<file path="config.mk">
export PLATFORM = sky130hd
export DESIGN_NAME = pipeline_hazard_ctrl_flat
export DESIGN_NICKNAME = d
export VERILOG_FILES = /design/src/rtl/pipeline_hazard_ctrl_if.sv /design/src/rtl/pipeline_hazard_ctrl.sv /design/src/flat_wrapper.sv
export SDC_FILE = /design/constraint.sdc
export NUM_CORES = 1
export LEC_CHECK = 0
export BUFFER_PORTS_ARGS = -buffer_cell sky130_fd_sc_hd__buf_4
export CORE_AREA = 5 5 42 44
export DETAILED_ROUTE_END_ITERATION = 12
export DIE_AREA = 0 0 47 49
export PLACE_DENSITY = 0.64
export SLEW_MARGIN = 20
export SYNTH_ARGS = -nofsm -noshare
export SYNTH_HDL_FRONTEND = slang
export SYNTH_SLANG_ARGS = --single-unit
</file>
<file path="constraint.sdc">
create_clock -name clk -period 1.3 [get_ports clk]
set_input_delay 0.26 -clock clk [delete_from_list [all_inputs] [get_ports clk]]
set_output_delay 0.26 -clock clk [all_outputs]
set_load 0.01 [all_outputs]
</file>
<file path="src/rtl/pipeline_hazard_ctrl_if.sv">
// Hazard-controller port bundle: hazard-detection inputs from ID/IE and the
// Stall/Flush/PC controls returned to the pipeline buffers and PC register.
interface pipeline_hazard_ctrl_if #(
   parameter int REG_W = 3
);
   logic [REG_W-1:0] id_rsrc;
   logic [REG_W-1:0] id_rdst;
   logic             id_uses_rsrc;
   logic             id_uses_rdst;
   logic             ie_mem_read;
   logic [REG_W-1:0] ie_rdst;
   logic             ie_branch_tkn;
   logic             ie_ret;

   logic             IF_Stall;
   logic             IF_Flush;
   logic             ID_Stall;
   logic             ID_Flush;
   logic             IE_Stall;
   logic             IE_Flush;
   logic             pc_write_en;
   logic [1:0]       pc_sel;

   modport master (
      output id_rsrc, id_rdst, id_uses_rsrc, id_uses_rdst,
      output ie_mem_read, ie_rdst, ie_branch_tkn, ie_ret,
      input  IF_Stall, IF_Flush, ID_Stall, ID_Flush, IE_Stall, IE_Flush,
      input  pc_write_en, pc_sel
   );

   modport slave (
      input  id_rsrc, id_rdst, id_uses_rsrc, id_uses_rdst,
      input  ie_mem_read, ie_rdst, ie_branch_tkn, ie_ret,
      output IF_Stall, IF_Flush, ID_Stall, ID_Flush, IE_Stall, IE_Flush,
      output pc_write_en, pc_sel
   );
endinterface

</file>
<file path="src/rtl/pipeline_hazard_ctrl.sv">
// Pipeline hazard controller: load-use bubbles, taken-branch flush, multi-cycle RET.
// Optional macro HAZARD_STATS_EN adds saturating stall_cnt / flush_cnt outputs.
module pipeline_hazard_ctrl #(
   parameter int REG_W      = 3,
   parameter int LU_CYCLES  = 1,
   parameter int RET_CYCLES = 3
) (
   input  logic                 clk,
   input  logic                 rst_n,
   pipeline_hazard_ctrl_if.slave hz
`ifdef HAZARD_STATS_EN
   ,
   output logic [15:0]          stall_cnt,
   output logic [15:0]          flush_cnt
`endif
);

   typedef enum logic [1:0] {
      ST_RUN      = 2'd0,
      ST_LU_WAIT  = 2'd1,
      ST_RET_WAIT = 2'd2
   } state_t;

   localparam logic [3:0] LU_LOAD  = (LU_CYCLES > 1) ? 4'(LU_CYCLES - 2) : 4'd0;
   localparam logic [3:0] RET_LOAD = 4'(RET_CYCLES - 2);

   state_t     state_r;
   state_t     state_s;
   logic [3:0] cnt_r;
   logic [3:0] cnt_s;

   logic       if_stall_s;
   logic       if_flush_s;
   logic       id_flush_s;
   logic       pc_we_s;
   logic [1:0] pc_sel_s;

   // ID consumer reads a register that the load in IE has not produced yet
   function automatic logic lu_match(
      input logic             mem_read,
      input logic [REG_W-1:0] ie_rd,
      input logic             uses_rsrc,
      input logic [REG_W-1:0] rsrc,
      input logic             uses_rdst,
      input logic [REG_W-1:0] rdst
   );
      return mem_read & ((uses_rsrc & (rsrc == ie_rd)) | (uses_rdst & (rdst == ie_rd)));
   endfunction

   // Next-state and Mealy control decode, RET > branch > load-use
   always_comb begin
      state_s    = state_r;
      cnt_s      = cnt_r;
      if_stall_s = 1'b0;
      if_flush_s = 1'b0;
      id_flush_s = 1'b0;
      pc_we_s    = 1'b1;
      pc_sel_s   = 2'd0;
      case (state_r)
         ST_RUN: begin
            if (hz.ie_ret) begin
               if_flush_s = 1'b1;
               id_flush_s = 1'b1;
               pc_we_s    = 1'b0;
               state_s    = ST_RET_WAIT;
               cnt_s      = RET_LOAD;
            end else if (hz.ie_branch_tkn) begin
               if_flush_s = 1'b1;
               id_flush_s = 1'b1;
               pc_sel_s   = 2'd1;
            end else if (lu_match(hz.ie_mem_read, hz.ie_rdst, hz.id_uses_rsrc,
                                  hz.id_rsrc, hz.id_uses_rdst, hz.id_rdst)) begin
               if_stall_s = 1'b1;
               id_flush_s = 1'b1;
               pc_we_s    = 1'b0;
               if (LU_CYCLES > 1) begin
                  state_s = ST_LU_WAIT;
                  cnt_s   = LU_LOAD;
               end else begin
                  state_s = ST_RUN;
               end
            end else begin
               state_s = ST_RUN;
            end
         end
         ST_LU_WAIT: begin
            if_stall_s = 1'b1;
            id_flush_s = 1'b1;
            pc_we_s    = 1'b0;
            if (cnt_r == 4'd0) begin
               state_s = ST_RUN;
            end else begin
               cnt_s = cnt_r - 4'd1;
            end
         end
         ST_RET_WAIT: begin
            if_flush_s = 1'b1;
            id_flush_s = 1'b1;
            // IE holds bubbles here, so branch/ret/load-use inputs are meaningless
            if (cnt_r == 4'd0) begin
               pc_we_s  = 1'b1;
               pc_sel_s = 2'd2;
               state_s  = ST_RUN;
            end else begin
               pc_we_s = 1'b0;
               cnt_s   = cnt_r - 4'd1;
            end
         end
         default: begin
            state_s = ST_RUN;
            cnt_s   = 4'd0;
         end
      endcase
   end

   // State and down-counter registers
   always_ff @(posedge clk or negedge rst_n) begin
      if (!rst_n) begin
         state_r <= ST_RUN;
         cnt_r   <= 4'd0;
      end else begin
         state_r <= state_s;
         cnt_r   <= cnt_s;
      end
   end

   // Controls drop to the reset pattern while rst_n is low, whatever the inputs
   always_comb begin
      if (!rst_n) begin
         hz.IF_Stall    = 1'b0;
         hz.IF_Flush    = 1'b0;
         hz.ID_Flush    = 1'b0;
         hz.pc_write_en = 1'b1;
         hz.pc_sel      = 2'd0;
      end else begin
         hz.IF_Stall    = if_stall_s;
         hz.IF_Flush    = if_flush_s;
         hz.ID_Flush    = id_flush_s;
         hz.pc_write_en = pc_we_s;
         hz.pc_sel      = pc_sel_s;
      end
   end

   assign hz.ID_Stall = 1'b0;
   assign hz.IE_Stall = 1'b0;
   assign hz.IE_Flush = 1'b0;

`ifdef HAZARD_STATS_EN
   logic [15:0] stall_cnt_r;
   logic [15:0] flush_cnt_r;

   // Saturating per-cycle stall / flush event counters
   always_ff @(posedge clk or negedge rst_n) begin
      if (!rst_n) begin
         stall_cnt_r <= 16'd0;
         flush_cnt_r <= 16'd0;
      end else begin
         if (if_stall_s && (stall_cnt_r != 16'hFFFF)) begin
            stall_cnt_r <= stall_cnt_r + 16'd1;
         end else begin
            stall_cnt_r <= stall_cnt_r;
         end
         if (if_flush_s && (flush_cnt_r != 16'hFFFF)) begin
            flush_cnt_r <= flush_cnt_r + 16'd1;
         end else begin
            flush_cnt_r <= flush_cnt_r;
         end
      end
   end

   assign stall_cnt = stall_cnt_r;
   assign flush_cnt = flush_cnt_r;
`endif

endmodule

</file>
<file path="src/flat_wrapper.sv">
// flat-port wrapper written by rule: the top's interface ports become plain ports
module pipeline_hazard_ctrl_flat 
#(
   parameter int REG_W      = 3,
   parameter int LU_CYCLES  = 1,
   parameter int RET_CYCLES = 3
)
  (clk, rst_n, hz_id_rsrc, hz_id_rdst, hz_id_uses_rsrc, hz_id_uses_rdst, hz_ie_mem_read, hz_ie_rdst, hz_ie_branch_tkn, hz_ie_ret, hz_IF_Stall, hz_IF_Flush, hz_ID_Stall, hz_ID_Flush, hz_IE_Stall, hz_IE_Flush, hz_pc_write_en, hz_pc_sel);
  pipeline_hazard_ctrl_if #(.REG_W(REG_W)) hz_i ();
  input  logic clk;
  input  logic rst_n;
  input wire logic [$bits(hz_i.id_rsrc)-1:0] hz_id_rsrc;
  input wire logic [$bits(hz_i.id_rdst)-1:0] hz_id_rdst;
  input wire logic [$bits(hz_i.id_uses_rsrc)-1:0] hz_id_uses_rsrc;
  input wire logic [$bits(hz_i.id_uses_rdst)-1:0] hz_id_uses_rdst;
  input wire logic [$bits(hz_i.ie_mem_read)-1:0] hz_ie_mem_read;
  input wire logic [$bits(hz_i.ie_rdst)-1:0] hz_ie_rdst;
  input wire logic [$bits(hz_i.ie_branch_tkn)-1:0] hz_ie_branch_tkn;
  input wire logic [$bits(hz_i.ie_ret)-1:0] hz_ie_ret;
  output wire logic [$bits(hz_i.IF_Stall)-1:0] hz_IF_Stall;
  output wire logic [$bits(hz_i.IF_Flush)-1:0] hz_IF_Flush;
  output wire logic [$bits(hz_i.ID_Stall)-1:0] hz_ID_Stall;
  output wire logic [$bits(hz_i.ID_Flush)-1:0] hz_ID_Flush;
  output wire logic [$bits(hz_i.IE_Stall)-1:0] hz_IE_Stall;
  output wire logic [$bits(hz_i.IE_Flush)-1:0] hz_IE_Flush;
  output wire logic [$bits(hz_i.pc_write_en)-1:0] hz_pc_write_en;
  output wire logic [$bits(hz_i.pc_sel)-1:0] hz_pc_sel;
  assign hz_i.id_rsrc = hz_id_rsrc;
  assign hz_i.id_rdst = hz_id_rdst;
  assign hz_i.id_uses_rsrc = hz_id_uses_rsrc;
  assign hz_i.id_uses_rdst = hz_id_uses_rdst;
  assign hz_i.ie_mem_read = hz_ie_mem_read;
  assign hz_i.ie_rdst = hz_ie_rdst;
  assign hz_i.ie_branch_tkn = hz_ie_branch_tkn;
  assign hz_i.ie_ret = hz_ie_ret;
  assign hz_IF_Stall = hz_i.IF_Stall;
  assign hz_IF_Flush = hz_i.IF_Flush;
  assign hz_ID_Stall = hz_i.ID_Stall;
  assign hz_ID_Flush = hz_i.ID_Flush;
  assign hz_IE_Stall = hz_i.IE_Stall;
  assign hz_IE_Flush = hz_i.IE_Flush;
  assign hz_pc_write_en = hz_i.pc_write_en;
  assign hz_pc_sel = hz_i.pc_sel;
  pipeline_hazard_ctrl #(.REG_W(REG_W), .LU_CYCLES(LU_CYCLES), .RET_CYCLES(RET_CYCLES)) u_core (.clk(clk), .rst_n(rst_n), .hz(hz_i));
endmodule
</file>
==> results.md <==
* Outcome: finished, violations left
* Failing checks: negative setup slack
* # setup viols final at 10
* Final Power at 1490 µW
* Share of layout cells above drive strength 1 at 69.66%
* Via count at 490
* Synthesis-stage register bit count at 5
* Buf+Inv Stages, Crit Path at 2
* Post-synth top area cell: dfrtp_1
* Via count of the first global-routing pass at 452
* Diodes inserted at 0
* Max Freq at 560.9 MHz
* H-tree depth at 1
* DR WL/cell at 12.83 µm
* Met3 usage at 1.476%
* Cell total after placement at 95
* Synth top area share at 30.30%
* Via/cell ratio at 4.667
* DRT Wirelength at 1347 µm
* CP Class: reg -> out
* Crit path largest cell delay at 0.38 ns
* Final instance area at 862.1 µm²
* Post-synthesis cell type count at 24
* Critical Path Sink Type: primary output
* Worst min-delay path category: in -> reg
* Fin. Hold Viols at 0
* Worst EP required at 1.04 ns
* Pwr/cell area at 1728 nW/µm²
* GRT overflow at 0
* CP startpoint kind: flop
* Max Cap Viol at 0
* Cell Chain, Critical Path: inv_2 > ha_4 > nor3b_4 > a21oi_2 > a22oi_2 > buf_4
* CORE AREA at 1401 µm²
* Synthesized area per cell at 8.602 µm²
* RSZ-0062 raised after global routing: true
* Initial antenna violation count at 0
* Rows at 14
* Post-Layout Cell Count at 105
* Largest net degree at the start of global routing at 8
* Met2 usage at 17.19%
* Synth cell count leaders: xnor2_1, dfrtp_1, a21oi_1, buf_4, nand2_1
* Critical path's slowest cell: dfrtp_1
* Clock-pin slew on the worst setup and hold paths at 0.04 ns
* Top cells by area, synth: dfrtp_1, xnor2_1, ha_1
* Clock skew at 0.0001396 ns
* Total I/O pin count at 25
* GRT met1 Usage at 13.14%
* Antenna Nets Post-Route at 0
* CTS tree: built
* DRT iter0 DRCs at 4
* Min Tclk post-route at 1.783 ns
* Top_reg_cell synth: dfrtp_1
* Post-synth EDFFs at 0
* Hpwl dp at 934.4 µm
* First-pass GRT wire length at 1835 µm
* PnR worst setup slack at -0.4828 ns
* Total Die Area at 2303 µm²
* Clock buffer depth at 2
* Pre-antenna DRT Iters at 2
* Cts bufs inserted at 3
* Fin. max-slew vios at 0
* Die H at 49 µm
* Layout area overhead at 108.8%
* Most numerous cell in the Yosys netlist: xnor2_1
* DRC Markers at 0
* Register area share after synthesis at 30.30%
* Crit-path max FO at 4
* Placed standard-cell area at 671.9 µm²
* Post-Route Utilization at 61.52%
* Tcrit/Tclk final at 137.1%
* CTS root buf: clkbuf_4
* Starting density of the core at 29.46%
* Gr busiest metal: met2
* Cell Area, Synth at 412.9 µm²
* CP delay by family, top: flip-flops
* Skew-Pair Late Insertion Delay at 0.24 ns
* Cells after Synth at 48
* TritonCTS sink count at 5
* Number of I/O port buffers at 21
* Nets at 108
* Die X at 47 µm
* Arrival time at the worst endpoint at 1.52 ns
* Warnings, synthesis at 0
* Leak Pwr at 0.0004271 µW
* GRT Overall Usage at 10.89%
* Maximum vdd drop at 1.074 mV
* Dpl ws at -0.2268 ns
* Post-synth ARST share at 100.0%
* Final GP Congestion at 0.7702
[registers in the layout, summed over array words and instances, names as in the netlist]
name and cells:
u_core.cnt_r 4, u_core.state_r 1
[final timing paths]
kind / end / cells past startpoint / start / slack, ns
setup / recovery: hz_pc_write_en / 6 / u_core.cnt_r[1]$_DFFE_PN0P_ / -0.48
hold / removal: u_core.state_r[1]$_DFFE_PN0P_ / 4 / hz_ie_ret / 0.48
setup reg to reg: u_core.cnt_r[1]$_DFFE_PN0P_ / 7 / u_core.cnt_r[1]$_DFFE_PN0P_ / -0.13
hold reg to reg: u_core.cnt_r[0]$_DFFE_PN0P_ / 2 / u_core.cnt_r[0]$_DFFE_PN0P_ / 0.59
max in group asynchronous: u_core.cnt_r[1]$_DFFE_PN0P_ / 3 / rst_n / 0.55
min in group asynchronous: u_core.cnt_r[0]$_DFFE_PN0P_ / 3 / rst_n / 0.55
[layout by cell type, fill, tap and decap left out, types with 2 or more instances in the layout]
master / Yosys / routed
a21oi_2: 0 / 4
a22o_1: 2 / 2
buf_4: 3 / 34
buf_6: 0 / 4
clkbuf_4: 0 / 3
conb_1: 1 / 3
dfrtp_1: 5 / 5
inv_2: 0 / 2
nand2_1: 3 / 3
nand4_1: 2 / 2
nor2_4: 0 / 2
xnor2_2: 0 / 5
[power by group]
part           internal [µW]  switching, µW  total, µW
combinational            592            426       1020
sequential               229           62.6        292
clock                    116           64.5        181
[worst reg2reg max path: cells and delay by family (launching register included)]
family                     cells  cell delay [ns]
buffers and inverters          3             0.35
and+or+nand+nor                1             0.25
AOI/OAI and AO/OA              2             0.20
adders and majority gates      1             0.13
DFF                            1             0.38
[stage by stage]
step | TNS [ns] | hold WS (ns)
2_1_floorplan | -0.1645 | -0.03559
3_3_place_gp | -0.6521 | 0.1910
3_5_place_dp | -0.8237 | 0.1848
4_1_cts | -1.520 | 0.4854
5_1_grt | -2.484 | 0.4931
6_report | -1.800 | 0.4767
[metal layers]
layer	share of wire [%]	vias up
met5	0	-
met4	3.2	0
met3	5.8	4
met2	53	14
met1	38	227
li1	-	245
[logic make-up (layout without fill, tap and decap cells)]
| logic type | Yosys count | count (layout) | share of synthesized area (%) |
|---|---|---|---|
| buf+inv | 6 | 45 | 8.484 |
| flops | 5 | 5 | 30.30 |
| other cells | 1 | 3 | 0.9082 |
| simple gates | 16 | 16 | 23.03 |
| xor+xnor | 6 | 6 | 12.73 |
| fa+ha+maj | 2 | 2 | 6.060 |
| compound gates | 12 | 12 | 18.49 |
[what timing repair did]
| action | in CTS | in global routing |
|---|---|---|
| buffers inserted | 2 | 5 |
| gates resized for setup | 5 | 21 |
| setup endpoints to repair | 9 | 11 |
| pin swaps | 1 | 15 |
| hold buffers | 1 | 0 |
| hold endpoints to repair | 5 | 0 |
| cloned | 0 | 0 |
[final cells by class]
| cell class | instances | area (µm²) |
|---|---|---|
| Clock buffer | 4 | 26.28 |
| Sequential cell | 5 | 125.1 |
| Inverter | 2 | 7.507 |
| Multi-Input combinational cell | 39 | 372.9 |
| Timing Repair Buffer | 39 | 310.3 |
| Tap cell | 16 | 20.02 |
| Fill cell | 122 | 539.3 |
(Power assumes the default switching activity.)
